File: src/rtl/ccl_loop_stack.sv
// Hardware loop stack. Tracks nested counted loops keyed by loop-end address.
// Each LOOP command either branches back (taken_o, out_target_o) or exits.
// One-cycle response latency, one command per cycle, no stall.
// Ports:
//   clock_i, reset_i        : clock, synchronous active-high reset
//   cmd_valid_i, command_i  : command strobe and opcode (NOP/BREAK/LOOP/FLUSH)
//   address_i, counter_i,
//   in_target_i             : LOOP operands (loop-end address, count, target)
//   resp_valid_o, taken_o,
//   out_target_o            : registered response and branch target
//   error_o, err_code_o     : error strobe and code
//   full_o, empty_o,
//   occupancy_o             : stack level after all accepted commands
module ccl_loop_stack #(
  parameter int unsigned DEPTH  = 16,
  parameter int unsigned ADDR_W = 32,
  parameter int unsigned CNT_W  = 32,
  localparam int unsigned OCC_W = $clog2(DEPTH + 1)
) (
  input  logic              clock_i,
  input  logic              reset_i,
  input  logic              cmd_valid_i,
  input  logic [2:0]        command_i,
  input  logic [ADDR_W-1:0] address_i,
  input  logic [CNT_W-1:0]  counter_i,
  input  logic [ADDR_W-1:0] in_target_i,
  output logic              resp_valid_o,
  output logic              taken_o,
  output logic [ADDR_W-1:0] out_target_o,
  output logic              error_o,
  output logic [2:0]        err_code_o,
  output logic              full_o,
  output logic              empty_o,
  output logic [OCC_W-1:0]  occupancy_o
);

  localparam int unsigned PTR_W = $clog2(DEPTH);

  localparam logic [2:0] CMD_NOP   = 3'b000;
  localparam logic [2:0] CMD_BREAK = 3'b001;
  localparam logic [2:0] CMD_LOOP  = 3'b010;
  localparam logic [2:0] CMD_FLUSH = 3'b011;

  localparam logic [2:0] ERR_NONE    = 3'd0;
  localparam logic [2:0] ERR_ILLEGAL = 3'd1;
  localparam logic [2:0] ERR_ZERO    = 3'd2;
  localparam logic [2:0] ERR_OVER    = 3'd3;
  localparam logic [2:0] ERR_UNDER   = 3'd4;

  // Entry storage; contents are don't-care until pushed, so not reset.
  logic [ADDR_W-1:0] addr_mem [DEPTH];
  logic [CNT_W-1:0]  rem_mem  [DEPTH];

  logic [OCC_W-1:0]  occ_q, occ_d;
  logic              full_q, full_d;
  logic              empty_q, empty_d;
  logic              resp_valid_q;
  logic              taken_q, taken_d;
  logic              error_q, error_d;
  logic [2:0]        err_code_q, err_code_d;
  logic [ADDR_W-1:0] target_q, target_d;

  logic              push, pop, dec, hit;
  logic [PTR_W-1:0]  top_idx;
  logic [ADDR_W-1:0] top_addr;
  logic [CNT_W-1:0]  top_rem;

  // Top-of-stack view; index is only meaningful when not empty.
  assign top_idx  = PTR_W'(occ_q - OCC_W'(1));
  assign top_addr = addr_mem[top_idx];
  assign top_rem  = rem_mem[top_idx];
  assign hit      = !empty_q && (address_i == top_addr);

  // Command decode and next-state computation.
  always_comb begin
    occ_d      = occ_q;
    push       = 1'b0;
    pop        = 1'b0;
    dec        = 1'b0;
    taken_d    = 1'b0;
    error_d    = 1'b0;
    err_code_d = ERR_NONE;
    target_d   = target_q;
    if (cmd_valid_i && !reset_i) begin
      case (command_i)
        CMD_NOP: ;
        CMD_BREAK: begin
          if (empty_q) begin
            error_d    = 1'b1;
            err_code_d = ERR_UNDER;
          end else begin
            pop = 1'b1;
          end
        end
        CMD_LOOP: begin
          if (hit) begin
            // Branch back while iterations are owed, otherwise exit the loop.
            if (top_rem != '0) begin
              dec      = 1'b1;
              taken_d  = 1'b1;
              target_d = in_target_i;
            end else begin
              pop = 1'b1;
            end
          end else if (counter_i == '0) begin
            error_d    = 1'b1;
            err_code_d = ERR_ZERO;
          end else if (counter_i == CNT_W'(1)) begin
            // Single-pass loop: fall through without tracking it.
          end else if (full_q) begin
            error_d    = 1'b1;
            err_code_d = ERR_OVER;
          end else begin
            // This pass is the first branch-back, so N-2 remain after it.
            push     = 1'b1;
            taken_d  = 1'b1;
            target_d = in_target_i;
          end
        end
        CMD_FLUSH: occ_d = '0;
        default: begin
          error_d    = 1'b1;
          err_code_d = ERR_ILLEGAL;
        end
      endcase
    end
    if (push) begin
      occ_d = OCC_W'(occ_q + OCC_W'(1));
    end else if (pop) begin
      occ_d = OCC_W'(occ_q - OCC_W'(1));
    end
    full_d  = (occ_d == OCC_W'(DEPTH));
    empty_d = (occ_d == '0);
  end

  // Control state and registered response.
  always_ff @(posedge clock_i) begin
    if (reset_i) begin
      occ_q        <= '0;
      full_q       <= 1'b0;
      empty_q      <= 1'b1;
      resp_valid_q <= 1'b0;
      taken_q      <= 1'b0;
      error_q      <= 1'b0;
      err_code_q   <= ERR_NONE;
      target_q     <= '0;
    end else begin
      occ_q        <= occ_d;
      full_q       <= full_d;
      empty_q      <= empty_d;
      resp_valid_q <= cmd_valid_i;
      taken_q      <= taken_d;
      error_q      <= error_d;
      err_code_q   <= err_code_d;
      target_q     <= target_d;
    end
  end

  // Entry writes: push fills the slot above the top, dec updates top.rem.
  always_ff @(posedge clock_i) begin
    if (push) begin
      addr_mem[occ_q[PTR_W-1:0]] <= address_i;
      rem_mem[occ_q[PTR_W-1:0]]  <= CNT_W'(counter_i - CNT_W'(2));
    end else if (dec) begin
      rem_mem[top_idx] <= CNT_W'(top_rem - CNT_W'(1));
    end
  end

  assign resp_valid_o = resp_valid_q;
  assign taken_o      = taken_q;
  assign out_target_o = target_q;
  assign error_o      = error_q;
  assign err_code_o   = err_code_q;
  assign full_o       = full_q;
  assign empty_o      = empty_q;
  assign occupancy_o  = occ_q;

endmodule

File: config.mk
export PLATFORM = sky130hd
export DESIGN_NAME = ccl_loop_stack
export DESIGN_NICKNAME = d
export VERILOG_FILES = /design/src/rtl/ccl_loop_stack.sv
export SDC_FILE = /design/constraint.sdc
export NUM_CORES = 1
export LEC_CHECK = 0
export ABC_AREA = 1
export BUFFER_PORTS_ARGS = -buffer_cell sky130_fd_sc_hd__buf_2
export CORE_ASPECT_RATIO = 0.7
export CORE_MARGIN = 3
export CORE_UTILIZATION = 58
export CTS_BUF_LIST = sky130_fd_sc_hd__clkbuf_8
export DETAILED_ROUTE_END_ITERATION = 8
export MAX_ROUTING_LAYER = met4
export PLACE_DENSITY_LB_ADDON = 0.15
export SETUP_SLACK_MARGIN = 0.1
export SYNTH_ARGS = -nofsm -noshare
export SYNTH_HDL_FRONTEND = slang
export SYNTH_SLANG_ARGS = --single-unit
File: constraint.sdc
create_clock -name clock_i -period 6.2 [get_ports clock_i]
set_input_delay 1.24 -clock clock_i [delete_from_list [all_inputs] [get_ports clock_i]]
set_output_delay 1.24 -clock clock_i [all_outputs]
set_load 0.1 [all_outputs]
== After elaboration in Yosys (flattened, before gate mapping) ==
Memory sizes are Yosys's and may differ from the RTL's.
Index checks and enable logic that the tools add are counted.

* $add $sub $neg: 4
* $mul: 0
* Div/mod/pow operators: 0
* Magnitude comparators: 0
* Equal/unequal tests: 10
* Shift-type cells: 0
* Multiplexer cells: 45
* Bitwise operators: 2
* Reductions and logical operators: 13

{| class="wikitable"
|+ Operators by type and width
! cell !! number
|-
| 32-bit 2-to-1 mux || 6
|-
| 32-bit by 1-bit equality test with 1-bit output, second input constant || 1
|-
| 32-bit equality test || 1
|-
| 32-bit zero test || 1
|-
| 32-bit nonzero test || 1
|-
| 32-bit OR reduction || 1
|-
| 32-bit by 1-bit subtractor with 32-bit output, second input constant || 1
|-
| 32-bit by 2-bit subtractor with 32-bit output, second input constant || 1
|-
| 1-bit 2-to-1 mux || 26
|-
| 5-bit 2-to-1 mux || 4
|-
| 3-bit case mux with 3 select lines || 1
|-
| 2-bit 2-to-1 mux || 4
|-
| 3-bit by 2-bit equality test with 1-bit output, second input constant || 2
|-
| 6-bit AND reduction || 1
|-
| 5-bit by 1-bit adder with 5-bit output, second input constant || 1
|-
| 5-bit equality test, second input constant || 1
|-
| 5-bit zero test || 1
|-
| 5-bit by 1-bit subtractor with 5-bit output, second input constant || 1
|-
| 4-bit 2-to-1 mux || 1
|-
| 2-bit by 1-bit inequality test with 1-bit output, second input constant || 2
|-
| 2-bit inequality test, second input constant || 2
|-
| 2-bit OR reduction || 2
|-
| 3-bit by 1-bit equality test with 1-bit output, second input constant || 1
|-
| 3-bit zero test || 1
|-
| other kinds (7) || 10
|}

* Register bits: 45
* Latch bits: 0
* Bits in writable memories: 1024
* ROM bits: 0
* Input bits: 102
* Output and inout port bits: 45
* Logic and storage cells: 84
* Memories kept: 2

{| class="wikitable"
|+ Memories
! memory !! depth !! width !! rd ports !! clocked after memory_dff !! wr ports !! RTL line !! source
|-
| addr_mem || 16 || 32 || 1 || 0 || 1 || 51 || <nowiki>logic [ADDR_W-1:0] addr_mem [DEPTH];</nowiki>
|-
| rem_mem || 16 || 32 || 1 || 0 || 1 || 52 || <nowiki>logic [CNT_W-1:0] rem_mem [DEPTH];</nowiki>
|}

== Logic depth before layout (Yosys ltp) ==
Gate-level depths: netlist (run 1).
An unclocked memory read counts as a cell.

* Depth after elaboration: 12
* Gate-level depth with buffers: 34
* Gate-level depth less buffers: 26

== Worst setup path before layout (run 1) ==
No wires, ideal clock.

* Kind: register to register
* From: register occ_q[0], in the netlist occupancy_o[0]
* To: memory addr_mem[3][0] (enable)
* Setup time: 461 ps
* Data arrival time: 6143 ps
* Data required time: 5739 ps
* Path slack: -404 ps
* Stages on the path, launching flop included: 27
* Buffers on the path: 9
* Period minus slack after synthesis: 6604 ps
* Cell sequence: dfxtp_1 -> buf_4 -> inv_4 -> buf_6 -> buf_6 -> buf_6 -> buf_6 -> buf_6 -> ha_1 -> inv_2 -> buf_2 -> buf_1 -> nand3_1 -> nand3_1 -> nand3_1 -> nand2_1 -> nand2_1 -> o21ai_1 -> nor2_1 -> nand2_1 -> nor2_1 -> nand3_1 -> nor2_2 -> nor2_1 -> nand3_1 -> buf_2 -> nor3_1

* Word-level cells in the longest chain between the ends: 9

{| class="wikitable"
|+ RTL lines
! what !! RTL line !! source
|-
| start: declaration || 54 || <nowiki>logic [OCC_W-1:0] occ_q, occ_d;</nowiki>
|-
| start signal: assignment || 139 || <nowiki>occ_q <= '0;</nowiki>
|-
| start signal: assignment || 148 || <nowiki>occ_q <= occ_d;</nowiki>
|-
| 5-bit by 1-bit subtractor with 5-bit output || - ||
|-
| memory 16 x 32 bit || - ||
|-
| 32-bit equality test || 72 || <nowiki>assign hit = !empty_q && (address_i == top_addr);</nowiki>
|-
| 1-bit logical AND || 72 ||
|-
| 1-bit 2-to-1 mux || 96 || <nowiki>if (hit) begin</nowiki>
|-
| 1-bit 2-to-1 mux || 85 || <nowiki>case (command_i)</nowiki>
|-
| 1-bit 2-to-1 mux || 84 || <nowiki>if (cmd_valid_i && !reset_i) begin</nowiki>
|-
| 1-bit 2-to-1 mux || 161 || <nowiki>if (push) begin</nowiki>
|-
| 1-bit 2-to-1 mux (not written as such) || 162 || <nowiki>addr_mem[occ_q[PTR_W-1:0]] <= address_i;</nowiki>
|-
| end: declaration || 51 ||
|}

Several ways; a longest one is shown, not always the timed one.

== Final worst setup path (run 1) ==
* From: register occ_q[0], in the netlist occupancy_o[0]
* To: memory rem_mem[7][12] (enable)

* Word-level cells in the longest chain between the ends: 12
* Elaborated cells on any way between the ends: 21
* Classes of those cells: 1 x add/sub; 1 x eq/ne; 14 x mux; 3 x reduce/logical; 2 x memory

{| class="wikitable"
|+ RTL lines
! what !! RTL line !! source
|-
| 5-bit by 1-bit subtractor with 5-bit output || - ||
|-
| memory 16 x 32 bit (on tied branches) || - ||
|-
| 32-bit nonzero test or 32-bit equality test (tied branches) || 98, 72 ||
|-
| 1-bit 2-to-1 mux or 1-bit logical AND (tied branches) || 98, 72 ||
|-
| 1-bit 2-to-1 mux || 96 ||
|-
| 1-bit 2-to-1 mux || 85 ||
|-
| 1-bit 2-to-1 mux || 84 ||
|-
| 1-bit 2-to-1 mux || 164 || <nowiki>end else if (dec) begin</nowiki>
|-
| 1-bit 2-to-1 mux || 161 ||
|-
| 1-bit 2-to-1 mux (not written as such) || 165 || <nowiki>rem_mem[top_idx] <= CNT_W'(top_rem - CNT_W'(1));</nowiki>
|-
| 32-bit OR reduction (no line) || - ||
|-
| 4-bit 2-to-1 mux (no line) or 1-bit 2-to-1 mux (tied branches) || - ||
|-
| end: declaration || 52 ||
|}

Several ways; a longest one is shown, not always the timed one.

==> reports/results.tsv, run 1 <==
metric	value	unit
Register-to-Register Path Depth	22	
DP HPWL	63700	microns
Adder-Cell Fraction of Synth Area	0.00223	
Cells after Synth	3932	
DRC viols	0	
Max Freq	173	MHz
Util after Layout	0.657	
largest family of logic cells by synthesized area	simple AND/OR/NAND/NOR gates	
share of cells above drive strength 1	0.118	
initial core utilization	0.592	
Req. time, crit path	6680	ps
total gr overflow	0	
Hold EP	out_target_o[11]	
Tmin final	5780	ps
FF-to-FF Start	occupancy_o[0]	
routed len/inst	22.0	microns
Yosys cell types	45	
fraction of synthesized cell area in xor and xnor cells	0.0121	
Clock Path Buffers	3	
Min-Delay Path Class	reg -> reg	
Final Cell Area	49900	sq um
post-synthesis simple-gate area fraction	0.195	
drt total wl	116000	microns
Synth Area in Compound Gates	0.0450	
final setup violation count	0	
Total GRT Usage	0.294	
cts hold-fix bufs	0	
FF-to-FF End	rem_mem[7][12]	
Crit Path Max Fanout	224	
global-route wire length before repair	174000	microns
root buffer cell	clkbuf_8	
Worst setup EP type	flip-flop	
Area growth syn-to-layout	10.9	%
area of the die	80900	sq um
Max stage delay cell, worst path	buf_12	
measured slew at the worst slew-check pin	1280	ps
synth top area cells	edfxtp_1, nand3_1, nand2_1	
Site Rows	84	
CTS buffer count	157	
max cap viols	0	
Tot Pwr	13.8	mW
Rel. slew slack	0.146	
CORE AREA	75900	sq um
CP Buf/Inv Count	5	
Yosys top cell area share	0.684	
Synth area leader	edfxtp_1	
hold path cells	2	
TritonCTS clock tree	yes	
syn_area_per_cell	11.4	sq um
Post-synth EDFFs	1024	
final hold vios	0	
FFs w/ async S/R, synth	0	
Seq/Total Area, Yosys	0.704	
Mapped Area	45000	sq um
layout net count	4210	
largest net degree at the start of global routing	225	
Die Ht	239	microns
first-pass detailed-route iteration total	6	
Final TNS setup	0	ps
Die W	339	microns
Crit path largest cell delay	540	ps
I/O pins	147	
worst vdd ir	0.167	mV
Arr. time, crit path	6260	ps
setup slack, reg-to-reg	420	ps
status	finished, final reports clean	
Max Slew Vio Count	0	
CP Launch Type	flip-flop	
Final ANT Viol Nets	0	
worst-path cell chain	inv_16, buf_12, nand2_1, nand3_1, nand3_1, nand3_1, nand2_1, nand2_1, nand2_1, nor2_1, nand2_1, nor2_1, nand3_1, nor2_2, and2_4, nand2_4, inv_4, nor2_8, inv_4, nand3_1, nor2_4, buf_12	
synth warn	0	
placed inst area	47000	sq um
clock slew at reported path FFs	60	ps
Clock H-tree levels	4	
IO Port Bufs	146	
mux cell area share after synthesis	0.00270	
number of vias in the routed layout	30605	
final worst-path cycle share	0.932	
syn_nets	4042	
number of global-route vias before repair	28450	
Finished Layout Cells	5265	
DR vias/cell	5.81	
Fill cells	5821	
placed cell count	4973	
Power Dens Cells	277	nW/um^2
clk_skew	38.4	ps
Clock Latency Late Sink	820	ps
initial antenna violation count	7	
post-synthesis register bit count	1069	
Leakage Power	18.0	nW
Resize count post-CTS	0	
top_reg_cell synth	edfxtp_1	
HP Start	out_target_o[11]	
gpl congestion	0.878	
crit path kind	reg -> reg	
delay-heaviest family, CP	simple AND/OR/NAND/NOR gates	
Num Clock Sinks	1069	
RSZ-0062 raised after global routing	no	
1st-iter DRT viols	3667	
total setup buffers inserted after CTS	0	
## synthesized netlist by cell type (2+ instances only)
| master | instances |
|---|---|
| nand2_1 | 792 |
| nand3b_1 | 17 |
| nor3b_1 | 2 |
| ha_1 | 8 |
| o21ai_1 | 68 |
| dfxtp_1 | 45 |
| buf_2 | 129 |
| mux2i_1 | 11 |
| nor2_1 | 567 |
| inv_2 | 9 |
| buf_4 | 27 |
| nand3_1 | 643 |
| or2_2 | 2 |
| o21ai_0 | 204 |
| clkbuf_1 | 36 |
| a21oi_1 | 15 |
| nand2_2 | 2 |
| buf_1 | 15 |
| nor2_2 | 3 |
| o21ai_2 | 3 |
| nor3_1 | 16 |
| o22ai_1 | 2 |
| o211ai_1 | 61 |
| a31oi_1 | 2 |
| xnor2_1 | 20 |
| xor2_1 | 42 |
| inv_1 | 107 |
| edfxtp_1 | 1024 |
| inv_4 | 4 |
| nand4_1 | 15 |
| o221ai_1 | 6 |
| nor3_2 | 2 |
| buf_6 | 21 |
## worst max-delay path by stage
stage,from,to,slack [ps],cells after the start
finish,occupancy_o[0],rem_mem[7][12],420,22
global route,occupancy_o[0],rem_mem[7][10],140,22
CTS,occupancy_o[0],rem_mem[7][10],590,22
detailed placement,occupancy_o[0],rem_mem[7][10],630,22
global placement,occupancy_o[0],rem_mem[7][10],680,22
floorplan,occupancy_o[0],addr_mem[3][0],-400,26
## state kept, by name (all words and copies together), names as in the netlist
| register | flops |
|---|---|
| addr_mem | 512 |
| rem_mem | 512 |
| out_target_o | 32 |
| occupancy_o | 5 |
| err_code_o | 3 |
| empty_o | 1 |
| error_o | 1 |
| full_o | 1 |
| resp_valid_o | 1 |
| taken_o | 1 |
## where the power goes
group / switching [mW] / internal [mW]
clock network: 2.68 / 2.53
logic: 0.483 / 0.171
registers: 0.00426 / 7.92
## placed cells by master (no fill, tap or decap), types with 16 or more instances in the layout
| master | n |
|---|---|
| xor2_1 | 42 |
| clkinv_2 | 16 |
| buf_4 | 66 |
| edfxtp_1 | 1024 |
| o21ai_1 | 68 |
| inv_1 | 163 |
| nand3b_1 | 17 |
| dfxtp_1 | 44 |
| o21ai_0 | 204 |
| clkbuf_8 | 163 |
| nor2_4 | 30 |
| nand3_1 | 643 |
| clkinv_1 | 36 |
| xnor2_1 | 20 |
| buf_2 | 146 |
| buf_12 | 25 |
| nand2_1 | 789 |
| o211ai_1 | 61 |
| nor2_1 | 538 |
## metal layers
metal,up-vias,share of wire,track usage
li1,14174,-,-
met1,14638,0.45,0.445
met2,1619,0.42,0.398
met3,174,0.11,0.0708
met4,0,0.019,0.0820
met5,-,0,-
## worst register-to-register path, delay by kind of cell (launching register included)
family | cells | cell delay, ps
and+or+nand+nor | 17 | 3520
buffers and inverters | 5 | 1530
DFF | 1 | 400
## kinds of logic after synthesis
group                      Yosys count
and+or+nand+nor                   2069
muxes                               12
DFF                               1069
AOI/OAI and AO/OA                  364
buffers and inverters              348
xor gates and xnor gates            62
adders and majority gates            8
## metrics by stage
| step | hold WS, ps | setup WS (ps) |
|---|---|---|
| 3_5_place_dp | 467 | 634 |
| 3_3_place_gp | 458 | 684 |
| 5_1_grt | 506 | 136 |
| 2_1_floorplan | 920 | -404 |
| 4_1_cts | 482 | 589 |
| 6_report | 476 | 420 |
## layout make-up
cell class	instances	area [sq um]	area share
multi-input combinational	2515	11800	0.238
inverter	120	482	0.00966
sequential	1069	31700	0.635
antenna	7	17.5	0.000351
clock buffer	163	2240	0.0450
timing repair buffer	237	1730	0.0346
tap	1032	1290	0.0259
clock inverter	122	589	0.0118
No activity file was read; power rests on OpenSTA's default activity.
==> inputs of run 2 (changes only) <==
--- a/config.mk
+++ b/config.mk
@@ -7,9 +7,11 @@
 export LEC_CHECK = 0
 export ABC_AREA = 1
 export BUFFER_PORTS_ARGS = -buffer_cell sky130_fd_sc_hd__buf_2
+export CELL_PAD_IN_SITES_DETAIL_PLACEMENT = 1
+export CELL_PAD_IN_SITES_GLOBAL_PLACEMENT = 1
 export CORE_ASPECT_RATIO = 0.7
 export CORE_MARGIN = 3
-export CORE_UTILIZATION = 58
+export CORE_UTILIZATION = 47
 export CTS_BUF_LIST = sky130_fd_sc_hd__clkbuf_8
 export DETAILED_ROUTE_END_ITERATION = 8
 export MAX_ROUTING_LAYER = met4
==> reports/results.tsv, run 2 (synthesis results as in run 1) <==
metric	value	unit
cts hold-fix bufs	0	
Crit Path Max Fanout	71	
gpl congestion	0.852	
post-placement worst setup slack	206	ps
I/O pins	147	
DRC viols	0	
largest net degree at the start of global routing	192	
area of the die	99500	sq um
total gr overflow	0	
crit path kind	reg -> reg	
DP HPWL	77500	microns
Max Freq	172	MHz
setup slack, reg-to-reg	400	ps
final setup violation count	0	
Comb pwr share	0.049	
hold path cells	2	
number of global-route vias before repair	31419	
Min-Delay Path Class	reg -> reg	
delay-heaviest family, CP	simple AND/OR/NAND/NOR gates	
Clock Latency Late Sink	860	ps
initial core utilization	0.476	
switching power	3.29	mW
Clk network pwr share	0.384	
Clock H-tree levels	4	
Die Ht	265	microns
CORE AREA	94400	sq um
Final TNS setup	0	ps
CTS buffer count	164	
CP Buf/Inv Count	7	
Rel. slew slack	0.298	
Power Dens Cells	277	nW/um^2
IO Port Bufs	146	
final hold vios	0	
Leakage Power	18.2	nW
RSZ-0062 raised after global routing	no	
Tot Pwr	14.0	mW
Worst setup EP type	flip-flop	
Crit path largest cell delay	420	ps
Final ANT Viol Nets	0	
clk_skew	57.5	ps
Tmin final	5800	ps
1st-iter DRT viols	3089	
Final WS setup	395	ps
final worst-path cycle share	0.936	
Die W	376	microns
Clock Path Buffers	3	
Site Rows	94	
TritonCTS clock tree	yes	
Register-to-Register Path Depth	24	
most frequent cells in the layout	edfxtp_1, nand2_1, nand3_1, nor2_1, o21ai_0	
P_int	10.7	mW
DR vias/cell	5.70	
routed len/inst	24.6	microns
Fill cells	9967	
Max stage delay cell, worst path	buf_6	
drt total wl	135000	microns
clock slew at reported path FFs	60	ps
max cap viols	0	
measured slew at the worst slew-check pin	1050	ps
FF-to-FF End	rem_mem[5][7]	
first-pass detailed-route iteration total	5	
root buffer cell	clkbuf_8	
number of vias in the routed layout	31351	
global-route wire length before repair	202000	microns
initial antenna violation count	4	
CP Launch Type	flip-flop	
Switching Share	0.235	
layout net count	4243	
Req. time, crit path	6660	ps
Arr. time, crit path	6260	ps
Hold EP	out_target_o[30]	
worst vdd ir	0.217	mV
commonest non-fill, non-tap cell in the layout	edfxtp_1	
status	finished, final reports clean	
FF-to-FF Start	occupancy_o[0]	
worst-path cell chain	inv_16, ha_1, inv_1, nand2_1, nand2_8, buf_12, buf_12, nand3_1, nand3_1, nand3_1, nand2_1, nor2_1, nand2_1, nor2_1, nand3_1, nor2_2, and2_4, nand2_4, inv_4, nor2_8, inv_4, nand3_1, nor2_4, buf_6	
Max Slew Vio Count	0	
share of cells above drive strength 1	0.124	
HP Start	out_target_o[30]	
Total GRT Usage	0.279	
Num Clock Sinks	1069	
part of the power in registers	0.566	
CP Launch Point	occupancy_o[0]	
most frequent CP cell	nand3_1	
Area growth syn-to-layout	12.4	%
-- run 2: worst max path at each step --
stage	cells past startpoint	to	slack [ps]
CTS	24	rem_mem[2][0]	160
detailed placement	24	rem_mem[13][13]	210
floorplan	26	addr_mem[3][0]	-400
global placement	24	rem_mem[2][15]	490
finish	24	rem_mem[5][7]	400
global route	25	rem_mem[5][7]	130
-- run 2: worst register-to-register path, cell delays in order (launching register included) --
cell	delay (ps)
dfxtp_4	400
inv_16	230
ha_1	280
inv_1	80
nand2_1	150
nand2_8	200
buf_12	280
buf_12	180
nand3_1	100
nand3_1	120
nand3_1	130
nand2_1	160
nor2_1	230
nand2_1	100
nor2_1	170
nand3_1	290
nor2_2	380
and2_4	240
nand2_4	60
inv_4	140
nor2_8	60
inv_4	320
nand3_1	410
nor2_4	200
buf_6	420
-- run 2: metal layers --
metal / share of wire / vias up / global-route usage / wire length, microns
met3: 0.073 / 151 / 0.0535 / 9870
met4: 0.016 / 0 / 0.0697 / 2170
met5: 0 / - / - / 0
met2: 0.44 / 1030 / 0.394 / 59100
li1: - / 14222 / - / -
met1: 0.47 / 15948 / 0.416 / 64300
-- run 2: power groups by stage --
stage | Clock, mW | Sequential (mW) | Combinational, mW
after detailed placement | 0 | 8.08 | 0.684
after floorplan | 0 | 8.12 | 0.352
final | 5.38 | 7.93 | 0.688
after global routing | 5.80 | 7.92 | 0.758
after global placement | 0 | 8.08 | 0.670
after CTS | 5.49 | 7.93 | 0.686
-- run 2: through the flow --
| step | cell area (sq um) | instances | hold WS [ps] | util |
|---|---|---|---|---|
| finish | 50500 | 5504 | 480 | 0.535 |
| global route | 50500 | 5504 | 513 | 0.535 |
| CTS | 50300 | 5475 | 484 | 0.532 |
| detailed placement | 47400 | 5190 | 471 | 0.502 |
| global placement | 47400 | 5190 | 457 | 0.502 |
| floorplan | 45000 | 3932 | 920 | - |
-- run 2: what timing repair did --
| item | CTS | global route |
|---|---|---|
| hold endpoints to repair | 0 | 0 |
| endpoints found under the setup margin | 0 | 362 |
| setup buffers | 0 | 24 |
| gates resized for setup | 0 | 3 |
-- run 2: cell type report --
class	instances	area, sq um	area share
antenna	4	10.0	0.000198
multi-input combinational	2515	11900	0.235
timing repair buffer	263	2060	0.0408
sequential	1069	31700	0.627
tap	1248	1560	0.0309
clock buffer	173	2380	0.0471
inverter	120	482	0.00954
clock inverter	112	510	0.0101
